**config.mk**
```make
export PLATFORM = sky130hd
export DESIGN_NAME = clock_divider
export DESIGN_NICKNAME = d
export VERILOG_FILES = /design/src/rtl/clock_divider.sv
export SDC_FILE = /design/constraint.sdc
export NUM_CORES = 1
export LEC_CHECK = 0
export CELL_PAD_IN_SITES_DETAIL_PLACEMENT = 0
export CELL_PAD_IN_SITES_GLOBAL_PLACEMENT = 2
export CORE_MARGIN = 3
export CORE_UTILIZATION = 40
export DETAILED_ROUTE_END_ITERATION = 6
export GPL_ROUTABILITY_DRIVEN = 0
export PLACE_DENSITY = 0.8
export SYNTH_ARGS = -nofsm -noshare
export SYNTH_HDL_FRONTEND = slang
export SYNTH_HIERARCHICAL = 1
export SYNTH_SLANG_ARGS = --single-unit
```
**constraint.sdc**
```tcl
create_clock -name clk -period 3.76 [get_ports clk]
set_input_delay 0.94 -clock clk [delete_from_list [all_inputs] [get_ports clk]]
set_output_delay 0.94 -clock clk [all_outputs]
set_load 0.05 [all_outputs]
```
**src/rtl/clock_divider.sv**
```systemverilog
// Four-channel 50% duty clock divider: each output toggles every DIV/2 enabled clk edges.
// Channels share en, sync and rst so that all outputs are phase-aligned after sync or reset.
`timescale 1ns/1ps

module clock_divider_channel #(
    parameter int DIV = 2
) (
    input  logic clk,
    input  logic rst,
    input  logic en,
    input  logic sync,
    output logic clk_out
);

    localparam int HALF = DIV / 2;
    localparam int CW   = (HALF > 1) ? $clog2(HALF) : 1;
    localparam logic [CW-1:0] TERM = CW'(HALF - 1);

    if ((DIV < 2) || ((DIV % 2) != 0)) begin : g_bad_div
        $error("clock_divider_channel: DIV must be even and >= 2");
    end

    logic [CW-1:0] cnt;

    // Priority: rst, then sync, then en. sync discards any partial half-period.
    always_ff @(posedge clk or posedge rst) begin
        if (rst) begin
            cnt     <= '0;
            clk_out <= 1'b0;
        end else if (sync) begin
            cnt     <= '0;
            clk_out <= 1'b0;
        end else if (en) begin
            if (cnt == TERM) begin
                cnt     <= '0;
                clk_out <= ~clk_out;
            end else begin
                cnt <= cnt + CW'(1);
            end
        end
    end

endmodule

module clock_divider #(
    parameter int DIV_VGA  = 2,
    parameter int DIV_UART = 5208,
    parameter int DIV_LM   = 50000,
    parameter int DIV_DB   = 500000
) (
    input  logic clk,
    input  logic rst,
    input  logic en,
    input  logic sync,
    output logic clk_VGA,
    output logic clk_UART,
    output logic clk_LM,
    output logic clk_DB
);

    clock_divider_channel #(.DIV(DIV_VGA)) u_vga (
        .clk     (clk),
        .rst     (rst),
        .en      (en),
        .sync    (sync),
        .clk_out (clk_VGA)
    );

    clock_divider_channel #(.DIV(DIV_UART)) u_uart (
        .clk     (clk),
        .rst     (rst),
        .en      (en),
        .sync    (sync),
        .clk_out (clk_UART)
    );

    clock_divider_channel #(.DIV(DIV_LM)) u_lm (
        .clk     (clk),
        .rst     (rst),
        .en      (en),
        .sync    (sync),
        .clk_out (clk_LM)
    );

    clock_divider_channel #(.DIV(DIV_DB)) u_db (
        .clk     (clk),
        .rst     (rst),
        .en      (en),
        .sync    (sync),
        .clk_out (clk_DB)
    );

endmodule

```
==> impl_metrics.json, run 1 <==
{
  "synth_mux_area_frac": 0.00419,
  "synthAdderAreaFrac": 0.0186,
  "drive_gt1_frac": 0.0990,
  "cts_buffers": 5,
  "reg2reg_depth": 5,
  "multiInputGateArea_um2": 1370,
  "grt_pass1_vias": 1912,
  "max_cap_violations": 0,
  "grt_usage": 0.153,
  "synth_top_family_by_area": "simple AND/OR/NAND/NOR gates",
  "synth_xor_area_frac": 0.0945,
  "crit_path_max_incr_delay_ps": 740,
  "ios": 8,
  "finalHoldViolCount": 0,
  "route.detailed.drc": 0,
  "crit_path_end_kind": "register",
  "crit_type": "input pin to register",
  "cts_resized": 0,
  "cp_slowest_cell": "clkdlybuf4s50_1",
  "die_x_um": 88.0,
  "hp-start": "u_lm/cnt[14]$_DFFE_PP0P_",
  "r2r_end": "u_db/cnt[5]$_DFFE_PP0P_",
  "yosysSeqAreaShare": 0.456,
  "drt_iter0_markers": 79,
  "reg2reg_from": "u_db/cnt[4]$_DFFE_PP0P_",
  "synthFlopType": "dfrtp_1",
  "syn_nets": 287,
  "grt_first_pass_wirelength_um": 9350,
  "cts_root_buf": "clkbuf_8",
  "avgRoutedWirePerCell_um": 14.7,
  "grt_max_degree": 20,
  "ys_warn_count": 6,
  "powerDensity_nw_per_um2": 311,
  "hold_path.class": "register to register",
  "io_buffers": 7,
  "min_path_cells": 1,
  "seq_area_um2": 1230,
  "rsz0062_at_grt": "no",
  "synth_top_area_frac": 0.456,
  "yosysMostFrequentCell": "dfrtp_1",
  "fillerInstances": 620,
  "htree_levels": 2,
  "worstSetupStartpointType": "input pin",
  "dr.pass1.iters": 4,
  "setup_violations": 0,
  "rrSetupSlack_ps": 1890,
  "cts.clk_slew.worst_paths_ps": 90,
  "post_cts_buffers": 0,
  "synthSimpleGateAreaFrac": 0.286,
  "synth_compound_area_frac": 0.106,
  "clock_skew_ps": 6.67,
  "final_util": 0.460,
  "path_buf_inv": 2,
  "p_leak_nw": 1.17,
  "avgViaCountPerCell": 5.48,
  "num_vias": 2027,
  "routed_wl_um": 5430,
  "critical_path_required_ps": 3950,
  "hpwl_um": 3810,
  "synth_cell_types": 54,
  "grt_antenna_before_repair": 0,
  "cp_top_family": "buffers and inverters",
  "start_util": 0.419,
  "cts_tree": "yes",
  "ir_drop_mv": 0.178,
  "final_max_slew_viol_count": 0,
  "die_area_um2": 7740,
  "crit_arrival_ps": 2690,
  "fp-row-count": 29,
  "syn_inst": 279,
  "setup_tns_ps": 0,
  "ctsHoldBuffers": 0,
  "syn_area_um2": 2690,
  "synth_common_cells": "49 x dfrtp_1, 37 x nor2_1, 20 x xnor2_1, 17 x nand2_1, 16 x inv_1",
  "fp.dieH_um": 88.0,
  "worst_skew_pair.late_latency_ps": 300,
  "syn2layout_area_growth_pct": 9.82,
  "status": "completed",
  "worstPathMaxFanout": 12,
  "fmax_mhz": 401,
  "ys_ff_latch": 49,
  "path_cells": "clkdlybuf4s50_1, buf_4, o2111ai_2, nor4_2, xnor2_1, nor2_1",
  "ant_nets": 0,
  "slew_headroom": 0.501,
  "grt-ovfl-total": 0,
  "worst_pin_slew_ps": 748,
  "finalPower_mw": 0.917,
  "synth_edf_count": 0,
  "min_to": "u_lm/cnt[14]$_DFFE_PP0P_",
  "postSynth.asyncResetShare": 1.00,
  "insertedDiodeCount": 0,
  "synth.area.top_cells": "dfrtp_1 46%, xnor2_1 6.5%, nor2_1 5.2%",
  "core-area_um2": 6420,
  "syn_area_per_cell_um2": 9.64,
  "yosys.area.top_type": "dfrtp_1",
  "clock_sinks": 49,
  "finalNetCount": 301,
  "fin_crit_sh": 0.664,
  "cts.path.max_buffers": 2,
  "min_period_ps": 2500
}
==> placed cells by master, fill, tap and decap left out, types with 2 or more instances in the layout <==
cell             synthesis  layout
nand2b_1                 3       3
nand4_2                  2       2
nand3_1                 14      14
clkdlybuf4s50_1          0       7
or4_1                    3       3
nor2_1                  37      37
nor3_1                  10      10
nor4_1                   4       4
o211ai_1                 3       3
buf_4                    0       6
nor4b_2                  2       2
or2_2                    2       2
clkbuf_8                 0       6
and4_1                   2       2
ha_1                     4       4
xnor2_1                 20      20
o31ai_1                  2       2
inv_1                   16      16
nand4_1                  8       8
or3_1                    8       8
a31oi_1                  3       3
or3_4                    2       2
nor4b_1                  2       2
dfrtp_1                 49      49
nand2_1                 17      17
nor4_2                   2       2
a21oi_1                 14      14
o21ai_0                  9       9
xor2_1                   9       9
and2_1                   2       2
o2111ai_1                2       2
==> how the worst max path moves through the flow <==
stage | endpoint | from | depth (start not counted) | slack (ps)
floorplan | u_db/cnt[13]$_DFFE_PP0P_ | en | 6 | 1730
global placement | u_lm/cnt[12]$_DFFE_PP0P_ | en | 6 | 940
detailed placement | u_lm/cnt[12]$_DFFE_PP0P_ | en | 6 | 940
CTS | u_lm/cnt[12]$_DFFE_PP0P_ | en | 6 | 1270
global route | u_lm/cnt[14]$_DFFE_PP0P_ | en | 6 | 1070
finish | u_lm/cnt[13]$_DFFE_PP0P_ | en | 6 | 1260
==> state kept, by name, summed over array words and instances, names as in the netlist <==
register / flops
u_db/cnt: 18
u_db/clk_out: 1
u_vga/clk_out: 1
u_uart/clk_out: 1
u_lm/cnt: 15
u_lm/clk_out: 1
u_uart/cnt: 12
==> logic make-up (layout without fill, tap and decap cells) <==
group	count (synthesis)	count (layout)
XOR/XNOR	29	29
multiplexers	1	1
adder cells (fa/ha/maj)	4	4
AO/OA/AOI/OAI	43	43
flip-flops	49	49
AND/OR/NAND/NOR	131	131
buffers and inverters	22	36
==> stage by stage <==
step                      area (µm²)  hold slack, ps  worst slack, ps  cells
after CTS                       2950             484             1270    370
after global routing            2950             511             1070    370
after detailed placement        2870             473              943    363
after global placement          2870             470              940    363
after floorplan                 2690             443             1730    279
final                           2950             480             1260    370
==> where the power goes <==
group          internal (mW)  switching (mW)
clock                  0.146           0.167
sequential             0.533         0.00888
combinational         0.0201          0.0412
total                  0.699           0.218
==> per-layer routing <==
| metal | vias up | wire (µm) | GRT usage |
|---|---|---|---|
| met3 | 5 | 130 | 0.0320 |
| met2 | 19 | 2370 | 0.218 |
| li1 | 1033 | - | - |
| met1 | 970 | 2870 | 0.233 |
| met5 | - | 0 | 0 |
| met4 | 0 | 50 | 0.0418 |
==> worst register-to-register path, cell delays in order (launching register included) <==
cell and delay [ps]:
dfrtp_1 470, nor4b_1 370, nand4_1 260, o21ai_2 380, buf_4 230, nor2_1 60
==> final cells by class <==
cell class                 count  area share
sequential                    49       0.415
timing repair buffer          13      0.0390
multi-input combinational    208       0.464
inverter                      16      0.0203
clock buffer                   7      0.0292
tap                           77      0.0326
No activity file was read; power rests on OpenSTA's default activity.
==> run 2, diff against run 1 <==
clock period = 2.4 ns   (was 3.76 ns; I/O delays follow)
==> run 2 against run 1 <==
  * Largest cell class unchanged
  * Register-to-register slack lost 1500 ps
  * Clock power grew 97%
  * Worst setup slack lost 970 ps
==> impl_metrics.json, run 2 (synthesis results as in run 1) <==
{
  "grt_first_pass_wirelength_um": 8980,
  "fp.dieH_um": 88.0,
  "grt_pass1_vias": 1825,
  "path_buf_inv": 1,
  "fin_ws_ps": 291,
  "dr.pass1.iters": 4,
  "ios": 8,
  "p_leak_nw": 1.20,
  "finalHoldViolCount": 0,
  "drive_gt1_frac": 0.105,
  "slew_headroom": 0.456,
  "clock_skew_ps": 11.0,
  "reg2reg_depth": 5,
  "insertedDiodeCount": 0,
  "setup_tns_ps": 0,
  "grt_usage": 0.148,
  "syn2layout_area_growth_pct": 12.1,
  "route.detailed.drc": 0,
  "cts.clk_slew.worst_paths_ps": 90,
  "finalNonFillerCells": 372,
  "ctsHoldBuffers": 0,
  "max_flop_register": "u_db/cnt",
  "worst_pin_slew_ps": 815,
  "final_util": 0.470,
  "crit_path_end_kind": "output port",
  "htree_levels": 2,
  "drt_iter0_markers": 66,
  "layout_common_cells": "49 x dfrtp_1, 37 x nor2_1, 20 x xnor2_1",
  "worstPathMaxFanout": 3,
  "start_util": 0.419,
  "setup_violations": 0,
  "whs_ps": 480,
  "avgRoutedWirePerCell_um": 14.3,
  "routed_wl_um": 5330,
  "rsz0062_at_grt": "no",
  "design_area_um2": 3020,
  "powerDensity_nw_per_um2": 520,
  "io_buffers": 7,
  "finalPower_mw": 1.57,
  "cts_resized": 0,
  "crit_path_max_incr_delay_ps": 820,
  "min_period_ps": 2110,
  "clock_sinks": 49,
  "crit_path_start": "u_db/clk_out$_DFFE_PP0P_",
  "reg2reg_from": "u_lm/cnt[1]$_DFFE_PP0P_",
  "worstSetupStartpointType": "register",
  "avgViaCountPerCell": 5.38,
  "grt_max_degree": 25,
  "ant_nets": 0,
  "core-area_um2": 6420,
  "largestRegisters": "u_db/cnt: 18 flops, u_lm/cnt: 15 flops, u_uart/cnt: 12 flops",
  "crit_type": "register to output port",
  "cts.path.max_buffers": 2,
  "fp-row-count": 29,
  "largest_register_ffs": 18,
  "placed_area_um2": 2900,
  "max_cap_violations": 0,
  "cts_root_buf": "clkbuf_8",
  "fin_crit_sh": 0.879,
  "cts_tree": "yes",
  "ir_drop_mv": 0.248,
  "status": "completed",
  "cp_slowest_cell": "clkdlybuf4s50_1",
  "num_vias": 2000,
  "worst_skew_pair.late_latency_ps": 310,
  "grt-ovfl-total": 0,
  "final_max_slew_viol_count": 0,
  "fmax_mhz": 474,
  "cts_buffers": 5,
  "grt_antenna_before_repair": 0,
  "hp-start": "u_lm/cnt[14]$_DFFE_PP0P_",
  "crit_arrival_ps": 1510,
  "finalNetCount": 302,
  "cp.depth": 1,
  "die_x_um": 88.0,
  "mostFrequentLayoutCell": "dfrtp_1",
  "min_path_cells": 1,
  "hold_path.class": "register to register",
  "dp_cells": 364,
  "path_cells": "clkdlybuf4s50_1",
  "cp_top_family": "buffers and inverters",
  "die_area_um2": 7740,
  "post_cts_buffers": 0,
  "critical_path_required_ps": 1800,
  "place_ws_ps": 150,
  "hpwl_um": 3710
}
## run 2: worst reg2reg max path, stage by stage (launching register included)
cell      delay [ps]
dfrtp_1          410
ha_1             260
and3_1           200
nand4_1          160
o21bai_1         690
nor2_1           120
## run 2: final timing paths
kind,to,slack (ps)
max,clk_DB,290
min,u_lm/cnt[14]$_DFFE_PP0P_,480
max reg2reg,u_lm/cnt[10]$_DFFE_PP0P_,410
min reg2reg,u_lm/cnt[14]$_DFFE_PP0P_,480
max in group asynchronous,u_lm/cnt[9]$_DFFE_PP0P_,1180
min in group asynchronous,u_vga/clk_out$_DFFE_PP0P_,530
## run 2: cell type report
cell class | instances | area, µm²
fill | 612 | 3410
multi-input combinational | 208 | 1370
sequential | 49 | 1230
timing repair buffer | 14 | 148
tap | 77 | 96.3
clock buffer | 7 | 86.3
inverter | 16 | 60.1
clock inverter | 1 | 30.0
## run 2: where the power goes
group          leakage [nW]  internal [mW]  switching (mW)
Clock                0.0585          0.340           0.279
Combinational         0.458         0.0358          0.0648
Sequential            0.679          0.835          0.0134
## run 2: layer usage
metal | part of all wire | vias up | wire (µm) | track usage
met4 | 0.012 | 0 | 65 | 0.0418
met3 | 0.027 | 6 | 143 | 0.0310
met2 | 0.42 | 19 | 2260 | 0.208
li1 | - | 1031 | - | -
met5 | 0 | - | 0 | 0
met1 | 0.54 | 944 | 2870 | 0.228
